--- src/rtl/conv_layer_controller.sv ---
// conv_layer_controller
//
// Sequences one output-channel group of a convolution layer: fetches the
// group bias, then issues one weight-buffer read for every incoming
// input-channel-group beat. The address walks base..base+G-1 and wraps. The
// MAC-side valid/last-channel strobes are the weight read strobes delayed by
// the weight-buffer latency. After the final pixel beat the pipeline drains
// and done pulses.
//
// Handshake: go is a request pulse that is only accepted in IDLE. bias_valid
// and pixel_valid are one-cycle qualifiers sampled on the rising clock edge.
// There is no back-pressure: every pixel_valid beat seen in CONV is consumed
// in that cycle.
//
// Optional build macro: CONV_CTRL_ASSERT_EN compiles in simulation-only
// protocol assertions. Without it the module has no checker logic.
//
// Ports:
//   clk, rst_n                 clock, asynchronous active-low reset
//   cfg_ci_groups [9:0]        input-channel groups per pixel (0 means 1)
//   cfg_output_group           output group index used for the bias read
//   cfg_wt_base_addr           weight base address for this group
//   go                         start pulse
//   busy, done                 run in progress / one-cycle completion pulse
//   bias_rd_en, bias_rd_group  bias read request and latched group index
//   bias_valid                 bias data returned
//   wt_rd_en, wt_rd_addr       weight read request and address
//   wt_data_ready              weight data ready (informational)
//   pixel_valid, last_pixel    input beat strobe / final beat of the image
//   conv_valid_in              MAC input valid
//   conv_last_channel          final channel group of a pixel
module conv_layer_controller #(
  parameter int WT_ADDR_WIDTH   = 12,
  parameter int BIAS_ADDR_WIDTH = 7,
  parameter int WT_LATENCY      = 3,
  parameter int DRAIN_CYCLES    = 7
) (
  input  logic                       clk,
  input  logic                       rst_n,
  input  logic [9:0]                 cfg_ci_groups,
  input  logic [BIAS_ADDR_WIDTH-1:0] cfg_output_group,
  input  logic [WT_ADDR_WIDTH-1:0]   cfg_wt_base_addr,
  input  logic                       go,
  output logic                       busy,
  output logic                       done,
  output logic                       bias_rd_en,
  output logic [BIAS_ADDR_WIDTH-1:0] bias_rd_group,
  input  logic                       bias_valid,
  output logic                       wt_rd_en,
  output logic [WT_ADDR_WIDTH-1:0]   wt_rd_addr,
  input  logic                       wt_data_ready,
  input  logic                       pixel_valid,
  input  logic                       last_pixel,
  output logic                       conv_valid_in,
  output logic                       conv_last_channel
);

  localparam int DRAIN_W = (DRAIN_CYCLES < 2) ? 1 : $clog2(DRAIN_CYCLES);

  typedef enum logic [2:0] {
    S_IDLE,
    S_BIAS_REQ,
    S_BIAS_WAIT,
    S_CONV,
    S_DRAIN,
    S_DONE
  } state_t;

  state_t state;
  state_t state_nxt;

  logic [9:0]                 ci_groups_q;
  logic [9:0]                 ci_cnt;
  logic [WT_ADDR_WIDTH-1:0]   wt_base_q;
  logic [BIAS_ADDR_WIDTH-1:0] bias_group_q;
  logic [DRAIN_W-1:0]         drain_cnt;
  logic                       wt_last_tag;
  logic [WT_LATENCY-1:0]      valid_pipe;
  logic [WT_LATENCY-1:0]      last_pipe;
  logic                       beat_accept;
  logic                       last_ch;
  logic                       drain_end;

  // Weight data readiness is implied by the fixed latency pipe.
  logic unused_wt_data_ready;
  assign unused_wt_data_ready = wt_data_ready;

  assign beat_accept = (state == S_CONV) && pixel_valid;
  assign last_ch     = (ci_cnt == (ci_groups_q - 10'd1));
  assign drain_end   = (drain_cnt == DRAIN_W'(DRAIN_CYCLES - 1));

  assign bias_rd_group     = bias_group_q;
  assign conv_valid_in     = valid_pipe[WT_LATENCY-1];
  assign conv_last_channel = valid_pipe[WT_LATENCY-1] & last_pipe[WT_LATENCY-1];

  // State register
  always_ff @(posedge clk or negedge rst_n) begin
    if (!rst_n) begin
      state <= S_IDLE;
    end else begin
      state <= state_nxt;
    end
  end

  // Next state and state-decoded outputs
  always_comb begin
    state_nxt  = state;
    busy       = 1'b0;
    done       = 1'b0;
    bias_rd_en = 1'b0;
    case (state)
      S_IDLE: begin
        if (go) state_nxt = S_BIAS_REQ;
      end
      S_BIAS_REQ: begin
        busy       = 1'b1;
        bias_rd_en = 1'b1;
        state_nxt  = S_BIAS_WAIT;
      end
      S_BIAS_WAIT: begin
        busy = 1'b1;
        if (bias_valid) state_nxt = S_CONV;
      end
      S_CONV: begin
        busy = 1'b1;
        if (pixel_valid && last_pixel) state_nxt = S_DRAIN;
      end
      S_DRAIN: begin
        busy = 1'b1;
        if (drain_end) state_nxt = S_DONE;
      end
      S_DONE: begin
        done      = 1'b1;
        state_nxt = S_IDLE;
      end
      default: state_nxt = S_IDLE;
    endcase
  end

  // Configuration latch, weight read issue and channel counter
  always_ff @(posedge clk or negedge rst_n) begin
    if (!rst_n) begin
      ci_groups_q  <= 10'd1;
      wt_base_q    <= '0;
      bias_group_q <= '0;
      ci_cnt       <= '0;
      wt_rd_en     <= 1'b0;
      wt_rd_addr   <= '0;
      wt_last_tag  <= 1'b0;
    end else begin
      if ((state == S_IDLE) && go) begin
        ci_groups_q  <= (cfg_ci_groups == 10'd0) ? 10'd1 : cfg_ci_groups;
        wt_base_q    <= cfg_wt_base_addr;
        bias_group_q <= cfg_output_group;
        ci_cnt       <= '0;
      end
      wt_rd_en    <= beat_accept;
      wt_last_tag <= beat_accept && last_ch;
      if (beat_accept) begin
        // Sum is deliberately truncated to the address width.
        wt_rd_addr <= wt_base_q + WT_ADDR_WIDTH'(ci_cnt);
        if (last_pixel || last_ch) begin
          ci_cnt <= '0;
        end else begin
          ci_cnt <= ci_cnt + 10'd1;
        end
      end
    end
  end

  // Drain counter: counts cycles spent in DRAIN, zero elsewhere
  always_ff @(posedge clk or negedge rst_n) begin
    if (!rst_n) begin
      drain_cnt <= '0;
    end else if (state == S_DRAIN) begin
      drain_cnt <= drain_cnt + DRAIN_W'(1);
    end else begin
      drain_cnt <= '0;
    end
  end

  // Latency pipes shift in every state so pulses issued late in CONV still
  // come out during DRAIN.
  always_ff @(posedge clk or negedge rst_n) begin
    if (!rst_n) begin
      valid_pipe <= '0;
      last_pipe  <= '0;
    end else begin
      valid_pipe <= {valid_pipe[WT_LATENCY-2:0], wt_rd_en};
      last_pipe  <= {last_pipe[WT_LATENCY-2:0], wt_last_tag};
    end
  end

`ifdef CONV_CTRL_ASSERT_EN
  a_go_while_busy: assert property (@(posedge clk) disable iff (!rst_n)
    !(go && busy));
  a_bias_one_cycle: assert property (@(posedge clk) disable iff (!rst_n)
    bias_rd_en |=> !bias_rd_en);
  a_last_needs_valid: assert property (@(posedge clk) disable iff (!rst_n)
    conv_last_channel |-> conv_valid_in);
  a_pixel_in_conv: assert property (@(posedge clk) disable iff (!rst_n)
    pixel_valid |-> (state == S_CONV));
`endif

endmodule

--- config.mk ---
export PLATFORM = sky130hd
export DESIGN_NAME = conv_layer_controller
export DESIGN_NICKNAME = d
export VERILOG_FILES = /design/src/rtl/conv_layer_controller.sv
export SDC_FILE = /design/constraint.sdc
export NUM_CORES = 1
export LEC_CHECK = 0
export CAP_MARGIN = 30
export CORE_ASPECT_RATIO = 2
export CORE_MARGIN = 2
export CORE_UTILIZATION = 45
export DETAILED_ROUTE_END_ITERATION = 10
export GPL_TIMING_DRIVEN = 0
export PLACE_DENSITY = 0.7
export SYNTH_ARGS = -nofsm -noshare
export SYNTH_HDL_FRONTEND = slang
export SYNTH_SLANG_ARGS = --single-unit
--- constraint.sdc ---
create_clock -name clk -period 4.3 [get_ports clk]
set_clock_uncertainty 0.1 [all_clocks]
set_input_delay 0.43 -clock clk [delete_from_list [all_inputs] [get_ports clk]]
set_output_delay 0.43 -clock clk [all_outputs]
set_load 0.01 [all_outputs]
# Word level (Yosys, flattened, before mapping)
# Cells that the tools add are included.
[classes] reduce_logical=10 eq_ne=11 bitwise_logic=1 addsub=4 muxes=13
[op_table] operator="two-way mux 10 bit" n=4
[op_table] operator="two-way mux 3 bit" n=5
[op_table] operator="case mux 3 bit (5 select lines)" n=1
[op_table] operator="adder 12 x 10 -> 12 bit" n=1
[op_table] operator="adder 10 x 1 -> 10 bit, second input constant" n=1
[op_table] operator="== test 10 bit" n=1
[op_table] operator="logical NOT 10 bit" n=1
[op_table] operator="subtractor 10 x 1 -> 10 bit, second input constant" n=1
[op_table] operator="== test 3 bit, second input constant" n=3
[op_table] operator="== test 3 x 2 -> 1 bit, second input constant" n=2
[op_table] operator="inequality test 2 bit, second input constant" n=3
[op_table] operator="logical AND 1 bit" n=4
[op_table] operator="AND reduction 4 bit" n=1
[op_table] operator="OR reduction 4 bit" n=1
[op_table] operator="adder 3 x 1 -> 3 bit, second input constant" n=1
[op_table] operator="== test 3 x 1 -> 1 bit, second input constant" n=1
[op_table] operator="logical NOT 3 bit" n=1
[op_table] operator="two-way mux 1 bit" n=3
[op_table] operator="inequality test 2 x 1 -> 1 bit, second input constant" n=1
[op_table] operator="nonzero test 2 bit" n=1
[op_table] operator="bitwise AND 1 bit" n=1
[op_table] operator="logical OR 1 bit" n=1
[word_totals] elab_cells=50 reg_bits=65

# Depth between registers and ports, before layout
# Gate-level depths: netlist of run 1.
[logic_depth] word_depth=5 mapped_depth=11 ltp_nobuf=9

# Worst setup path before layout of run 1
# No wires, ideal clock.
[synth_path] path_type="register to register" startpoint="reg ci_groups_q[0]" endpoint="reg ci_cnt[6]" path_slack_ps=1854 path_stages_with_launch=11 t_required_ps=4070 path_buffers=2 arrival_time_ps=2217 setup_time_ps=130 path_cell_list="dfstp_2 clkbuf_1 inv_1 ha_1 buf_2 xnor2_1 o22ai_1 a211oi_1 nand4_4 o2111ai_1 nand3_1"
[synth_between] elab_chain_len=5
[synth_lines] item="start: declaration" line_no="72" rtl="logic [9:0] ci_groups_q;"
[synth_lines] item="start signal: assignment" line_no="152" rtl="ci_groups_q <= (cfg_ci_groups == 10'd0) ? 10'd1 : cfg_ci_groups;"
[synth_lines] item="subtractor 10 x 1 -> 10 bit" line_no="89" rtl="assign last_ch = (ci_cnt == (ci_groups_q - 10'd1));"
[synth_lines] item="== test 10 bit" line_no="89"
[synth_lines] item="logical OR 1 bit" line_no="162" rtl="if (last_pixel || last_ch) begin"
[synth_lines] item="two-way mux 10 bit" line_no="162"
[synth_lines] item="two-way mux 10 bit" line_no="159" rtl="if (beat_accept) begin"
[synth_lines] item="end signal: assignment" line_no="165" rtl="ci_cnt <= ci_cnt + 10'd1;"
[synth_lines] item="end: declaration" line_no="73" rtl="logic [9:0] ci_cnt;"
# No other way between the ends.
# A chain may end at the register's enable or synchronous reset.

# Final worst setup path of run 1
# Same ends and word-level chain as after synthesis.

==> results of run 1 <==
layout by cell type (no fill, tap or decap), types with 4 or more instances in the layout:
cell type	instances
nand3_1	8
nand2_1	38
ha_1	14
o21a_1	8
a21o_1	4
a31oi_1	4
nand4_1	6
clkbuf_16	9
xnor2_1	11
dfrtp_1	64
clkinv_2	4
clkbuf_1	12
clkdlybuf4s50_1	58
a211oi_1	6
and2_1	4
xor2_1	10
mux2_2	25
inv_1	12
o21ai_0	21
o221ai_1	4
nor2_1	22
nor3_1	10
worst register-to-register path, stage by stage (launching register included):
cell and delay, ns:
dfstp_2 0.52, clkbuf_1 0.28, inv_1 0.08, ha_1 0.19, buf_2 0.16, xnor2_1 0.16
o22ai_1 0.09, a211oi_1 0.42, nand4_4 0.24, o211ai_1 0.26, nand3_1 0.10
power groups by stage:
stage          clock network, mW  logic [mW]  registers (mW)
4_1_cts                    0.717        1.13            1.01
6_report                   0.706        1.12            1.01
2_1_floorplan                  0       0.682            1.02
3_3_place_gp                   0        1.07            1.01
3_5_place_dp                   0        1.11            1.02
5_1_grt                    0.746        1.23            1.04
Yosys cell counts, drive strengths merged (6+ instances only):
library cell  number  area, um2
dfrtp             64       1600
nand2             38        143
mux2              25        282
nor2              23       88.8
o21ai             22        110
ha                14        175
inv               12       45.0
clkbuf            11       41.3
xnor2             11       96.3
nor3              10       50.1
xor2              10       87.6
nand3              8       40.0
o21a               8       60.1
nand4              7       58.8
a211oi             6       45.0
state kept, by name (all words and copies together) (netlist names):
signal         count
bias_rd_group      7
last_pipe          3
ci_cnt            10
drain_cnt          3
wt_rd_en           1
valid_pipe         3
wt_rd_addr        12
wt_last_tag        1
ci_groups_q       10
state              3
wt_base_q         12
final cells by class:
class	count	share of cell area [%]
Tap cell	94	2.65
Clock buffer	10	5.16
Buffer	14	1.33
Clock inverter	6	1.33
Sequential cell	65	36.7
Timing Repair Buffer	59	13.3
Inverter	12	1.02
Multi-Input combinational cell	242	38.6
worst min-delay path by stage:
stage,depth (start not counted),end,slack (ns)
finish,1,valid_pipe[2],0.07
CTS,1,valid_pipe[2],0.12
floorplan,0,bias_rd_group[0],0.03
global placement,0,last_pipe[2],0.23
global route,1,last_pipe[1],0.16
detailed placement,0,valid_pipe[1],0.24
cell families (layout without fill, tap and decap cells):
kind of cell,after synthesis,after routing,share of synthesized area [%]
AO/OA/AOI/OAI,70,70,13.9
XOR/XNOR,21,21,5.34
adder cells (fa/ha/maj),16,16,5.96
buffers and inverters,26,101,3.02
flip-flops,65,65,47.3
multiplexers,27,27,8.76
AND/OR/NAND/NOR,108,108,15.8
routing by layer:
layer | vias to the layer above | wire (um)
met3 | 9 | 391
met2 | 82 | 4440
met5 | - | 0
met1 | 1363 | 3040
li1 | 1330 | -
met4 | 0 | 83
metrics by stage:
step                      total power, mW  cells  area [um2]  util, %
after floorplan                      1.70    333        3440        -
after global placement               2.08    486        4150     55.4
after detailed placement             2.13    486        4150     55.4
after CTS                            2.86    502        4440     59.2
after global routing                 3.02    502        4440     59.2
final                                2.83    502        4440     59.2
==> impl_metrics.py, run 1 <==
metrics = {
    "sta": {
        "setup_viol": 0,
        "tns_ns": 0,
        "rsz0062_at_grt": "false",
        "relSlewSlack_pct": 47.1,
        "whs_ns": 0.0692,
        "tightest_slew_ns": 0.793,
        "finalHoldViolCount": 0,
        "fmax_mhz": 367,
        "fin_crit_sh_pct": 63.4,
        "min_period_ns": 2.72,
        "slew_violations": 0,
        "finalWorstSetupSlack_ns": 1.58,
    },
    "yosys": {
        "synth-edff-count": 0,
        "ys.flop_type": "dfrtp_1",
        "syn_area_per_cell_um2": 10.3,
        "ys_warn_count": 0,
        "synthArstFlopShare_pct": 100,
        "netlist_instances": 333,
        "ys_types": 52,
        "ys_ff_latch": 65,
        "synth_fp_nets": 384,
        "yosysSeqAreaShare_pct": 47.3,
        "synth_area_mm2": 0.00344,
    },
    "floorplan": {
        "die_y_um": 128,
        "die_x_um": 65.9,
        "num_rows": 45,
        "initial_utilization_pct": 46.0,
        "ios": 61,
        "design.core.area_mm2": 0.00749,
        "dieArea_mm2": 0.00841,
    },
    "outcome": {
        "status": "finished, final reports clean",
    },
    "worst_setup_path": {
        "critical_path.slowest_cell": "dfstp_2",
        "path_cells": "clkbuf_1, inv_1, ha_1, buf_2, xnor2_1, o22ai_1, a211oi_1, nand4_4, o211ai_1, nand3_1",
        "worstSetupEndpoint": "ci_cnt[6]",
        "crit_fanout": 9,
        "r2r_cells": 10,
        "r2r_start": "ci_groups_q[0]",
        "critical_path.max_stage_delay_ns": 0.52,
        "cp.depth": 10,
        "required_ns": 4.41,
        "startpoint": "ci_groups_q[0]",
        "crit_buf_inv": 3,
        "end_kind": "register",
        "criticalPathCategory": "reg2reg",
        "reg2reg_to": "ci_cnt[6]",
        "r2r_setup_slack_ns": 1.58,
        "cp_top_family": "compound AO/OA/AOI/OAI gates",
        "worstPathArrival_ns": 2.83,
        "worstSetupStartpointType": "register",
    },
    "grt": {
        "grt_busiest_layer": "met2",
        "grt_usage_pct": 20.8,
        "grt_max_degree": 66,
        "antenna_found_initial": 0,
        "use_met3_pct": 3.78,
        "met2_usage_pct": 36.9,
        "grt_pass1_vias": 2902,
        "grtUsageMet1_pct": 23.6,
        "grt_pass1_wl_um": 13400,
        "globalRoute.totalOverflow": 0,
    },
    "power": {
        "power_density_mw_per_mm2": 638,
        "p_leak_nw": 1.92,
        "netSwitchingPower_mw": 0.978,
        "peakVddDrop_mv": 0.374,
        "clockPowerShare_pct": 24.9,
        "p_int_mw": 1.85,
        "p_seq_share_pct": 35.7,
        "combPwrFrac_pct": 39.4,
        "swShare_pct": 34.5,
    },
    "route": {
        "first_pass_iters": 4,
        "finalWirelength_um": 7960,
        "ant_nets": 0,
        "wire_per_inst_um": 15.9,
        "vias_per_cell": 5.55,
        "drtIter0Drc": 143,
        "num_vias": 2784,
        "drcViolationCount": 0,
    },
    "clocking": {
        "cts_max_path_buffers": 2,
        "insertion_delay_ns": 0.33,
        "post-cts-setup-buffers": 0,
        "cts.clk_slew.worst_paths_ns": 0.06,
        "cts_root_buffer": "clkbuf_16",
        "cts_sinks": 65,
        "hold_buffers": 0,
        "h-tree-depth": 3,
        "cts_tree": "yes",
        "cts_buffers": 9,
        "post_cts_resized": 0,
    },
    "cells_and_area": {
        "final_nets": 454,
        "regArea_mm2": 0.00163,
        "diodes": 0,
        "multi_input_area_mm2": 0.00171,
        "drive_gt1_share_pct": 13.2,
        "num-fill-cells": 651,
        "syn_to_final_growth_pct": 28.9,
    },
    "placement": {
        "place.gp.congestion": 0.897,
        "dp_worst_setup_slack_ns": 1.53,
        "place.port_buffers": 59,
        "hpwlAfterDp_um": 5790,
    },
    "min_path": {
        "min_path_type": "in2async",
    },
    "run": {
        "max-cap-violations": 0,
    },
}
Note: power is estimated with default switching activity, not from simulation.
==> inputs of run 2 (changes only) <==
- clock period: 4.3 -> 2.6 ns (I/O delays scaled with it)
==> impl_metrics.py, run 2 (synthesis results as in run 1) <==
metrics = {
    "cells_and_area": {
        "regArea_mm2": 0.00163,
        "drive_gt1_share_pct": 14.9,
        "final_common_cell": "dfrtp_1",
        "final_area_mm2": 0.00450,
        "multi_input_area_mm2": 0.00176,
        "diodes": 0,
        "top_regs": "wt_base_q (12), wt_rd_addr (12)",
        "instances_no_fill": 504,
        "num-fill-cells": 641,
        "final_nets": 456,
        "final_cell_mix": "64 x dfrtp_1, 58 x clkdlybuf4s50_1, 38 x nand2_1, 25 x mux2_2, 21 x nor2_1",
        "syn_to_final_growth_pct": 30.6,
        "post-route-util_pct": 60.1,
    },
    "floorplan": {
        "die_x_um": 65.9,
        "die_y_um": 128,
        "dieArea_mm2": 0.00841,
        "num_rows": 45,
        "design.core.area_mm2": 0.00749,
        "ios": 61,
        "initial_utilization_pct": 46.0,
    },
    "worst_setup_path": {
        "critical_path.slowest_cell": "dfstp_2",
        "path_cells": "inv_1, ha_1, clkbuf_4, maj3_1, o2bb2ai_2, nand4_2, o221ai_1, nand2_1",
        "critical_path.max_stage_delay_ns": 0.61,
        "end_kind": "register",
        "worstPathArrival_ns": 2.58,
        "worstSetupStartpointType": "register",
        "required_ns": 2.71,
        "crit_fanout": 7,
        "criticalPathCategory": "reg2reg",
    },
    "sta": {
        "relSlewSlack_pct": 47.7,
        "fin_crit_sh_pct": 94.9,
        "finalHoldViolCount": 0,
        "tns_ns": 0,
        "tightest_slew_ns": 0.785,
        "min_period_ns": 2.47,
        "fmax_mhz": 405,
        "whs_ns": 0.254,
        "rsz0062_at_grt": "false",
        "slew_violations": 0,
        "setup_viol": 0,
    },
    "route": {
        "ant_nets": 0,
        "first_pass_iters": 4,
        "finalWirelength_um": 8160,
        "drcViolationCount": 0,
        "vias_per_cell": 5.56,
        "drtIter0Drc": 162,
        "num_vias": 2800,
        "wire_per_inst_um": 16.2,
    },
    "grt": {
        "grt_pass1_wl_um": 13400,
        "grt_pass1_vias": 2894,
        "grt_usage_pct": 20.8,
        "globalRoute.totalOverflow": 0,
        "grt_max_degree": 66,
        "antenna_found_initial": 0,
    },
    "clocking": {
        "cts_root_buffer": "clkbuf_16",
        "cts_buffers": 9,
        "cts_tree": "yes",
        "h-tree-depth": 3,
        "cts_max_path_buffers": 2,
        "cts.clk_slew.worst_paths_ns": 0.06,
        "insertion_delay_ns": 0.33,
        "cts_sinks": 65,
    },
    "outcome": {
        "status": "finished, final reports clean",
    },
    "power": {
        "peakVddDrop_mv": 0.615,
        "power_density_mw_per_mm2": 1060,
        "p_leak_nw": 1.94,
    },
    "placement": {
        "place.port_buffers": 59,
        "place.gp.congestion": 0.897,
        "hpwlAfterDp_um": 5790,
        "dp.cells": 486,
        "place_area_mm2": 0.00415,
    },
    "run": {
        "max-cap-violations": 0,
    },
    "min_path": {
        "min_path_type": "reg2reg",
    },
}
-- run 2: final timing paths --
check / start / endpoint / slack (ns) / cells after the start
max: ci_groups_q[0] / ci_cnt[9] / 0.13 / 8
min: valid_pipe[1] / valid_pipe[2] / 0.25 / 0
max reg2reg: ci_groups_q[0] / ci_cnt[9] / 0.13 / 8
min reg2reg: valid_pipe[1] / valid_pipe[2] / 0.25 / 0
max in group asynchronous: rst_n / wt_rd_addr[0] / 1.43 / 2
min in group asynchronous: rst_n / valid_pipe[2] / 0.47 / 2
-- run 2: report_power, final --
group	internal (mW)	switching, mW	total (mW)
Combinational	0.974	0.949	1.92
Sequential	1.39	0.302	1.69
Clock	0.736	0.431	1.17
Total	3.10	1.68	4.78
-- run 2: area by class of cell --
cell class / count / area share, %
multi-input combinational: 243 / 39.1
sequential: 65 / 36.2
timing repair buffer: 61 / 13.5
clock buffer: 10 / 5.09
tap: 94 / 2.61
clock inverter: 6 / 1.31
buffer: 13 / 1.28
inverter: 12 / 1.00
-- run 2: worst max-delay path: cells and delay by family, from the launching register on --
family / cells / cell delay, ns
AOI/OAI and AO/OA: 2 / 0.54
adders and majority gates: 2 / 0.57
buffers and inverters: 2 / 0.23
DFF: 1 / 0.61
and+or+nand+nor: 2 / 0.30
-- run 2: through the flow --
stage                     power (mW)  worst slack (ns)
after global routing            5.09           0.00830
after global placement          3.44            -0.898
after detailed placement        3.52            -0.111
after floorplan                 2.81             0.154
after CTS                       4.73            0.0796
final                           4.78             0.134
-- run 2: what timing repair did --
| action | 4_1_cts | 5_1_grt |
|---|---|---|
| gates resized for setup | 1 | 7 |
| setup buffers | 0 | 1 |
| hold buffers | 1 | 0 |
| pin swaps | 0 | 3 |
| gates cloned | 0 | 1 |
| hold endpoints to repair | 64 | 0 |
| endpoints found under the setup margin | 9 | 14 |
-- run 2: per-layer routing --
metal	global-route usage, %	routed length, um	up-vias
li1	-	-	1339
met1	23.6	3170	1364
met2	36.9	4490	81
met3	3.78	390	16
met4	8.95	114	0
met5	0	0	-
